File: config.mk
export PLATFORM = sky130hd
export DESIGN_NAME = video_timing_gen
export DESIGN_NICKNAME = d
export VERILOG_FILES = /design/src/rtl/video_timing_gen.sv
export SDC_FILE = /design/constraint.sdc
export NUM_CORES = 1
export LEC_CHECK = 0
export BUFFER_PORTS_ARGS = -buffer_cell sky130_fd_sc_hd__buf_2
export CORE_MARGIN = 4
export CORE_UTILIZATION = 40
export DETAILED_ROUTE_END_ITERATION = 8
export PLACE_DENSITY_LB_ADDON = 0.05
export SLEW_MARGIN = 15
export SYNTH_ARGS = -nofsm -noshare
export SYNTH_HDL_FRONTEND = slang
export SYNTH_SLANG_ARGS = --single-unit
File: constraint.sdc
create_clock -name CLK_VIDEO -period 7.38 [get_ports CLK_VIDEO]
set_input_delay 0.369 -clock CLK_VIDEO [delete_from_list [all_inputs] [get_ports CLK_VIDEO]]
set_output_delay 0.369 -clock CLK_VIDEO [all_outputs]
set_load 0.05 [all_outputs]
File: src/rtl/video_timing_gen.sv
// Programmable raster generator: pixel-enable prescaler, H/V counters and registered sync/blank/DE.
// Define VTG_TESTPAT_EN to add registered colour-bar R/G/B outputs.
module video_timing_gen #(
    parameter logic HS_NEG = 1'b1,
    parameter logic VS_NEG = 1'b1
) (
    input  logic        CLK_VIDEO,
    input  logic        RESET_N,
    input  logic [3:0]  CE_DIV,
    input  logic [11:0] H_ACTIVE,
    input  logic [11:0] H_FP,
    input  logic [11:0] H_SYNC,
    input  logic [11:0] H_BP,
    input  logic [11:0] V_ACTIVE,
    input  logic [11:0] V_FP,
    input  logic [11:0] V_SYNC,
    input  logic [11:0] V_BP,
    output logic        CE_PIXEL,
    output logic        HSYNC,
    output logic        VSYNC,
    output logic        HBLANK,
    output logic        VBLANK,
    output logic        DE,
    output logic [11:0] HCNT,
    output logic [11:0] VCNT,
    output logic        FRAME_START
`ifdef VTG_TESTPAT_EN
    ,
    output logic [7:0]  R,
    output logic [7:0]  G,
    output logic [7:0]  B
`endif
);

    typedef enum logic {IDLE, RUN} state_t;

    state_t      state, state_nxt;
    logic        load;
    logic [3:0]  pc;
    logic [11:0] h, v;
    logic [11:0] ha_s, hf_s, hsy_s, hb_s, va_s, vf_s, vsy_s, vb_s;
    logic [13:0] htot, vtot, htot_in, vtot_in;
    logic [13:0] h14, v14, hs_start, hs_end, vs_start, vs_end;
    logic        in_valid, vld_p0, h_last, v_last, frame_end;
    logic        hblank_p0, vblank_p0, hsync_p0, vsync_p0, de_p0, fs_p0;

    function automatic logic [13:0] sum4(input logic [11:0] a, input logic [11:0] b,
                                         input logic [11:0] c, input logic [11:0] d);
        return {2'b00, a} + {2'b00, b} + {2'b00, c} + {2'b00, d};
    endfunction

    function automatic logic sync_level(input logic active, input logic neg);
        return active ^ neg;
    endfunction

    assign htot_in  = sum4(H_ACTIVE, H_FP, H_SYNC, H_BP);
    assign vtot_in  = sum4(V_ACTIVE, V_FP, V_SYNC, V_BP);
    assign htot     = sum4(ha_s, hf_s, hsy_s, hb_s);
    assign vtot     = sum4(va_s, vf_s, vsy_s, vb_s);
    assign in_valid = (htot_in <= 14'd4096) && (vtot_in <= 14'd4096) &&
                      (H_ACTIVE != 12'd0) && (H_SYNC != 12'd0) &&
                      (V_ACTIVE != 12'd0) && (V_SYNC != 12'd0);

    assign vld_p0    = (state == RUN) && (pc == CE_DIV);
    assign h14       = {2'b00, h};
    assign v14       = {2'b00, v};
    assign h_last    = (h14 == htot - 14'd1);
    assign v_last    = (v14 == vtot - 14'd1);
    assign frame_end = vld_p0 && h_last && v_last;

    always_ff @(posedge CLK_VIDEO or negedge RESET_N) begin
        if (!RESET_N) state <= IDLE;
        else          state <= state_nxt;
    end

    // Shadows are only ever reloaded at a frame boundary, so a frame never tears.
    always_comb begin
        state_nxt = state;
        load      = 1'b0;
        case (state)
            IDLE: begin
                if (in_valid) begin
                    load      = 1'b1;
                    state_nxt = RUN;
                end
            end
            RUN: begin
                if (frame_end) begin
                    if (in_valid) load = 1'b1;
                    else          state_nxt = IDLE;
                end
            end
            default: state_nxt = IDLE;
        endcase
    end

    always_ff @(posedge CLK_VIDEO or negedge RESET_N) begin
        if (!RESET_N) begin
            pc    <= 4'd0;
            h     <= 12'd0;
            v     <= 12'd0;
            ha_s  <= 12'd0; hf_s <= 12'd0; hsy_s <= 12'd0; hb_s <= 12'd0;
            va_s  <= 12'd0; vf_s <= 12'd0; vsy_s <= 12'd0; vb_s <= 12'd0;
        end else begin
            if (load) begin
                ha_s <= H_ACTIVE; hf_s <= H_FP; hsy_s <= H_SYNC; hb_s <= H_BP;
                va_s <= V_ACTIVE; vf_s <= V_FP; vsy_s <= V_SYNC; vb_s <= V_BP;
            end
            if (state == IDLE) begin
                pc <= 4'd0;
                h  <= 12'd0;
                v  <= 12'd0;
            end else if (vld_p0) begin
                pc <= 4'd0;
                if (h_last) begin
                    h <= 12'd0;
                    v <= v_last ? 12'd0 : v + 12'd1;
                end else begin
                    h <= h + 12'd1;
                end
            end else begin
                pc <= pc + 4'd1;
            end
        end
    end

    // Stage p0: decode of the current pixel (h, v) against the shadowed timing.
    assign hs_start  = {2'b00, ha_s} + {2'b00, hf_s};
    assign hs_end    = hs_start + {2'b00, hsy_s};
    assign vs_start  = {2'b00, va_s} + {2'b00, vf_s};
    assign vs_end    = vs_start + {2'b00, vsy_s};
    assign hblank_p0 = (h >= ha_s);
    assign vblank_p0 = (v >= va_s);
    assign hsync_p0  = (h14 >= hs_start) && (h14 < hs_end);
    assign vsync_p0  = (v14 >= vs_start) && (v14 < vs_end);
    assign de_p0     = ~hblank_p0 & ~vblank_p0;
    assign fs_p0     = (h == 12'd0) && (v == 12'd0);

    // Stage p1: output registers, loaded on the tick edge only.
    always_ff @(posedge CLK_VIDEO or negedge RESET_N) begin
        if (!RESET_N) begin
            CE_PIXEL    <= 1'b0;
            HSYNC       <= HS_NEG;
            VSYNC       <= VS_NEG;
            HBLANK      <= 1'b1;
            VBLANK      <= 1'b1;
            DE          <= 1'b0;
            HCNT        <= 12'd0;
            VCNT        <= 12'd0;
            FRAME_START <= 1'b0;
        end else if (state == IDLE) begin
            CE_PIXEL    <= 1'b0;
            HSYNC       <= HS_NEG;
            VSYNC       <= VS_NEG;
            HBLANK      <= 1'b1;
            VBLANK      <= 1'b1;
            DE          <= 1'b0;
            HCNT        <= 12'd0;
            VCNT        <= 12'd0;
            FRAME_START <= 1'b0;
        end else begin
            CE_PIXEL <= vld_p0;
            if (vld_p0) begin
                HSYNC       <= sync_level(hsync_p0, HS_NEG);
                VSYNC       <= sync_level(vsync_p0, VS_NEG);
                HBLANK      <= hblank_p0;
                VBLANK      <= vblank_p0;
                DE          <= de_p0;
                HCNT        <= h;
                VCNT        <= v;
                FRAME_START <= fs_p0;
            end
        end
    end

`ifdef VTG_TESTPAT_EN
    logic [11:0] bw, bar_cnt;
    logic [2:0]  bar_idx;

    function automatic logic [2:0] sat_inc3(input logic [2:0] x);
        return (x == 3'd7) ? 3'd7 : x + 3'd1;
    endfunction

    assign bw = (ha_s[11:3] == 9'd0) ? 12'd1 : {3'b000, ha_s[11:3]};

    always_ff @(posedge CLK_VIDEO or negedge RESET_N) begin
        if (!RESET_N) begin
            bar_cnt <= 12'd0;
            bar_idx <= 3'd0;
            R <= 8'h00; G <= 8'h00; B <= 8'h00;
        end else if (state == IDLE) begin
            bar_cnt <= 12'd0;
            bar_idx <= 3'd0;
            R <= 8'h00; G <= 8'h00; B <= 8'h00;
        end else if (vld_p0) begin
            R <= de_p0 ? {8{~bar_idx[1]}} : 8'h00;
            G <= de_p0 ? {8{~bar_idx[2]}} : 8'h00;
            B <= de_p0 ? {8{~bar_idx[0]}} : 8'h00;
            if (h_last) begin
                bar_cnt <= 12'd0;
                bar_idx <= 3'd0;
            end else if (!hblank_p0) begin
                if (bar_cnt == bw - 12'd1) begin
                    bar_cnt <= 12'd0;
                    bar_idx <= sat_inc3(bar_idx);
                end else begin
                    bar_cnt <= bar_cnt + 12'd1;
                end
            end
        end
    end
`endif

endmodule
; ---- Word-level counts from Yosys, hierarchy flattened
; Cells that the tools add are included.
[word_totals]
register_bits = 156
inputBits = 102
out_inout_bits = 31
wordCells = 106
[op_classes]
add_sub_neg = 17
order_cmp = 8
n_eq_ne = 5
mux = 31
bitwise_logic = 6
reduce_logical = 18
[op_table]
columns = cell, n
row1 = $mux 12, 11
row2 = $add 13x12->14, 4
row3 = $add 14x12->14, 4
row4 = $add 12x12->13, 4
row5 = $reduce_bool 12->1, 4
row6 = $eq 12x14->1, 2
row7 = $le 14x13->1 const B, 2
row8 = $lt 12x14->1, 2
row9 = $sub 14x1->14 const B, 2
row10 = $ge 12x13->1, 2
row11 = $add 12x1->12 const B, 2
row12 = $ge 12x12->1, 2
row13 = $logic_not 12->1, 2
row14 = $mux 1, 16
row15 = $logic_and 1x1->1, 11
row16 = $mux 4, 2
row17 = $not 1->1, 5
row18 = $add 4x1->4 const B, 1
row19 = $eq 4x4->1, 1
row20 = $ne 2x1->1 const B, 2
row21 = $pmux 1 s2, 2
row22 = $reduce_and 2->1, 1
row23 = $and 1x1->1, 1

; ---- Depth between registers and ports, before layout
[logic_depth]
word_depth = 12
depth_mapped = 32
ltp_nobuf = 30

; ---- Least setup slack after synthesis
; Ideal clock, no wire load.
[synth_timing]
path_type = reg2reg
from = reg va_s[0]
to = reg ha_s[0]
t_arrival_ns = 6.556
setup_slack_ns = 0.698
path_stages_with_launch = 30
n_path_buf = 2
cell_sequence = dfrtp_1 -> ha_1 -> fa_1 -> a21o_1 -> a21oi_1 -> o21bai_1 -> a21oi_1 -> nor2b_1 -> nor2_1 -> o21ai_0 -> or2_2 -> xor2_1 -> ha_1 -> or2_2 -> o31a_1 -> o41ai_1 -> xor2_1 -> ha_1 -> inv_1 -> ha_1 -> xnor2_1 -> a311oi_1 -> a2111o_1 -> or4_4 -> or4_4 -> o31ai_4 -> nand2_2 -> buf_6 -> buf_6 -> mux2_4
[synth_via]
elab_chain_cells = 8
[synth_rtl]
columns = element, line_no
row1 = "start, declared", 41  ; logic [11:0] ha_s, hf_s, hsy_s, hb_s, va_s, vf_s, vsy_s, vb_s;
row2 = "start signal, assigned", 103  ; va_s <= 12'd0; vf_s <= 12'd0; vsy_s <= 12'd0; vb_s <= 12'd0;
row3 = "start signal, assigned", 107  ; va_s <= V_ACTIVE; vf_s <= V_FP; vsy_s <= V_SYNC; vb_s <= V_BP;
row4 = $add 12x12->13, 49  ; return {2'b00, a} + {2'b00, b} + {2'b00, c} + {2'b00, d};
row5 = $add 13x12->14, 49
row6 = $add 14x12->14, 49
row7 = $sub 14x1->14, 68  ; assign v_last = (v14 == vtot - 14'd1);
row8 = $eq 12x14->1, 68
row9 = $logic_and 1x1->1, 69  ; assign frame_end = vld_p0 && h_last && v_last;
row10 = $mux 1, 88  ; if (frame_end) begin
row11 = $pmux 1 s2, 80  ; case (state)
row12 = "end signal, assigned", 102  ; ha_s <= 12'd0; hf_s <= 12'd0; hsy_s <= 12'd0; hb_s <= 12'd0;
row13 = "end signal, assigned", 106  ; ha_s <= H_ACTIVE; hf_s <= H_FP; hsy_s <= H_SYNC; hb_s <= H_BP;
row14 = "end, declared", 41
; Every way passes these cells.
; A chain may end at the register's enable or synchronous reset.

; ---- Worst setup path after layout
[layout_timing]
from = reg va_s[0]
to = reg hb_s[6]
[layout_via]
elab_chain_cells = 8
[layout_rtl]
columns = element, line_no
row1 = $add 12x12->13, 49
row2 = $add 13x12->14, 49
row3 = $add 14x12->14, 49
row4 = $sub 14x1->14, 68
row5 = $eq 12x14->1, 68
row6 = $logic_and 1x1->1, 69
row7 = $mux 1, 88
row8 = $pmux 1 s2, 80
row9 = "end signal, assigned", 102
row10 = "end signal, assigned", 106
row11 = "end, declared", 41
; Every way passes these cells.

==> metrics.md <==
| Metric | Value |
|---|---|
| Sequential element share of the synthesized area | between 20% and 30% |
| Placer congestion estimate | a little under 0.9 |
| Initial antenna violation count | 0 |
| Startpoint types | register |
| Critical Path RT | 7.70 ns |
| Vias in the first global route | 11500 |
| Ys async rst share | 100% |
| Critical path type | reg2reg |
| CTS buffer count | 17 |
| Syn Nets | between 1500 and 2000 |
| Final period utilization | between 90% and 100% |
| Clock sinks | 156 |
| Buffers added on ports | between 100 and 150 |
| # diodes | 0 |
| DIE AREA | slightly below 40000 um^2 |
| Vias/cell | between 5 and 6 |
| WHS | -0.0346 ns |
| Drt first pass iters | 5 |
| CTS clk-pin slew, worst paths | 0.07 ns |
| Syn Area/Cell | between 9 and 10 um^2 |
| CTS tree | done |
| Top FF cell, synth | dfrtp_1 |
| Share of layout cells above drive strength 1 | 19.6% |
| Core area | roughly 35000 um^2 |
| Final nets | approximately 2000 |
| Critical path endpoint category | register |
| Clock Tree Root | clkbuf_16 |
| Failing checks | hold timing |
| DP HPWL | roughly 33 mm |
| Worst-Skew Late Latency | between 0.4 and 0.5 ns |
| CP arrival | 7.39 ns |
| Pins over their slew limit | 0 |
| Mapped Area | around 14000 um^2 |
| Crit-path max cell delay | 0.56 ns |
| Vias | between 10000 and 15000 |
| #FFs+latches synth | ~160 |
| Initial Util | approximately 40% |
| I/O Pins | around 130 |
| Die width | between 150 and 200 um |
| Skew final | about 0.0095 ns |
| DRC violations left | 0 |
| Post-synth EDFFs | 0 |
| DR iter-0 viols | 558 |
| Clock buffer depth | 2 |
| Status | finished, violations left |
| Final min period | between 7 and 8 ns |
| Drt total wl | approximately 42 mm |
| Filler cells | around 3400 |
| Max-slew headroom | ~5.2% |
| Delay-heaviest family, CP | simple AND/OR/NAND/NOR gates |
| Die H | 197 um |
| H-Tree Depth | 4 |
| WP buf/inv | 3 |
| Worst-Margin Slew | roughly 1.4 ns |
| First-pass GRT wire length | about 65 mm |
| Final Setup Violations | 0 |
| GRT Resource Usage Total | a little over a fifth |
| Largest net degree at the start of global routing | a little over 80 |
| Fmax | 142 MHz |
| Ys Warns | 0 |
| Congestion Overflow GR | 0 |
| Gate Count Post-Synth | 1480 |
| HP Class | in2async |
| Max-cap viol count | 0 |
| Syn-to-layout area delta | 14.1% |
| Cts hold-fix bufs | 0 |
| Routed Antenna Nets | 0 |
| WL per Instance | around 20 um |
| CP max stage cell | or4_4 |
| FP Rows | between 60 and 70 |
| Most frequent CP cell | ha_1 |
| Worst-path fanout max | 9 |
| Hold Vio Cnt, Final | 31 |
| Count of cell types in the netlist | 80 |
area by class of cell:
class	instances	area (um^2)	area share, %
sequential	156	3910	23.9
inverter	159	597	3.64
timing repair buffer	154	962	5.88
clock buffer	19	453	2.77
tap	461	577	3.52
clock inverter	13	125	0.764
multi-input combinational	1134	9750	59.6
registers in the layout (all words and copies together), names as in the netlist, 4 cells and up:
register  cells
vb_s         12
va_s         12
hb_s         12
vsy_s        12
vf_s         12
ha_s         12
HCNT         12
hf_s         12
hsy_s        12
h            12
v            12
VCNT         12
pc            4
synth_stat cells, types with 19 or more instances:
master	count	area (um^2)
fa_1	54	1080
mux2_2	59	664
and3_1	19	119
nor3_1	25	125
ha_1	197	2460
nor4_1	27	169
nand2_1	89	334
nand3_1	27	135
mux2_4	40	601
inv_1	158	593
a21oi_1	91	455
xor2_1	35	307
o21ai_0	73	365
a21o_1	42	315
xnor2_1	55	482
nor2_1	70	263
dfrtp_1	152	3800
placed cells by master, fill, tap and decap left out, types with 16 or more instances in the layout:
cell type	n
a21o_1	42
a21oi_1	88
buf_2	131
and3_1	19
mux2_4	40
xnor2_1	54
nand2_1	89
clkbuf_16	21
nor2_1	70
mux2_2	59
nand3_1	26
nor2b_1	16
ha_1	197
o21ai_0	72
nor4_1	26
inv_1	158
nor3_1	25
dfrtp_1	152
fa_1	54
xor2_1	34
routing by layer:
layer  wire length, um  vias to the layer above  global-route usage, %
met4               742                        0                   4.93
met2             17400                      261                   30.8
met1             22000                     5459                   33.6
met3              1660                       42                   2.98
li1                  -                     5616                      -
met5                 0                        -                      0
through the flow:
step / utilization [%] / setup slack [ns] / instances / instance area [um^2] / setup TNS (ns)
6_report: 46.2 / 0.315 / 2096 / 16400 / 0
5_1_grt: 46.2 / -0.00152 / 2096 / 16400 / -0.00152
4_1_cts: 45.5 / 0.0990 / 2086 / 16100 / 0
3_5_place_dp: 43.8 / 0.135 / 2054 / 15600 / 0
3_3_place_gp: 43.8 / 0.241 / 2054 / 15600 / 0
2_1_floorplan: - / 0.698 / 1480 / 14300 / 0
repair_timing:
| action | CTS | global route |
|---|---|---|
| endpoints found under the setup margin | 0 | 104 |
| gates resized for setup | 0 | 13 |
| setup buffers | 0 | 3 |
cell families (layout without fill, tap and decap cells):
logic type,after synthesis,in the layout,share of synthesized area (%)
xor+xnor,91,91,5.69
fa+ha+maj,252,252,24.8
compound gates,344,344,15.7
mux,105,105,9.24
buf+inv,191,345,5.34
flops,156,156,27.2
simple gates,341,342,12.0
worst paths after layout:
path / from / end / slack, ns / cells past startpoint
min in group CLK_VIDEO: H_FP[1] / hf_s[1]$_DFFE_PN0P_ / 0.20 / 2
worst min-delay path: RESET_N / VCNT[4]$_DFFE_PN0P_ / -0.03 / 1
worst max register to register: va_s[0]$_DFFE_PN0P_ / hb_s[6]$_DFFE_PN0P_ / 0.31 / 29
worst min register to register: vb_s[7]$_DFFE_PN0P_ / vb_s[7]$_DFFE_PN0P_ / 0.51 / 1
worst max-delay path: va_s[0]$_DFFE_PN0P_ / hb_s[6]$_DFFE_PN0P_ / 0.31 / 29
max in group asynchronous: RESET_N / hsy_s[1]$_DFFE_PN0P_ / 5.88 / 2
Power is left out: the tool's default activity adds up to more than one toggle a clock period on the data nets, which glitch-free logic cannot reach.
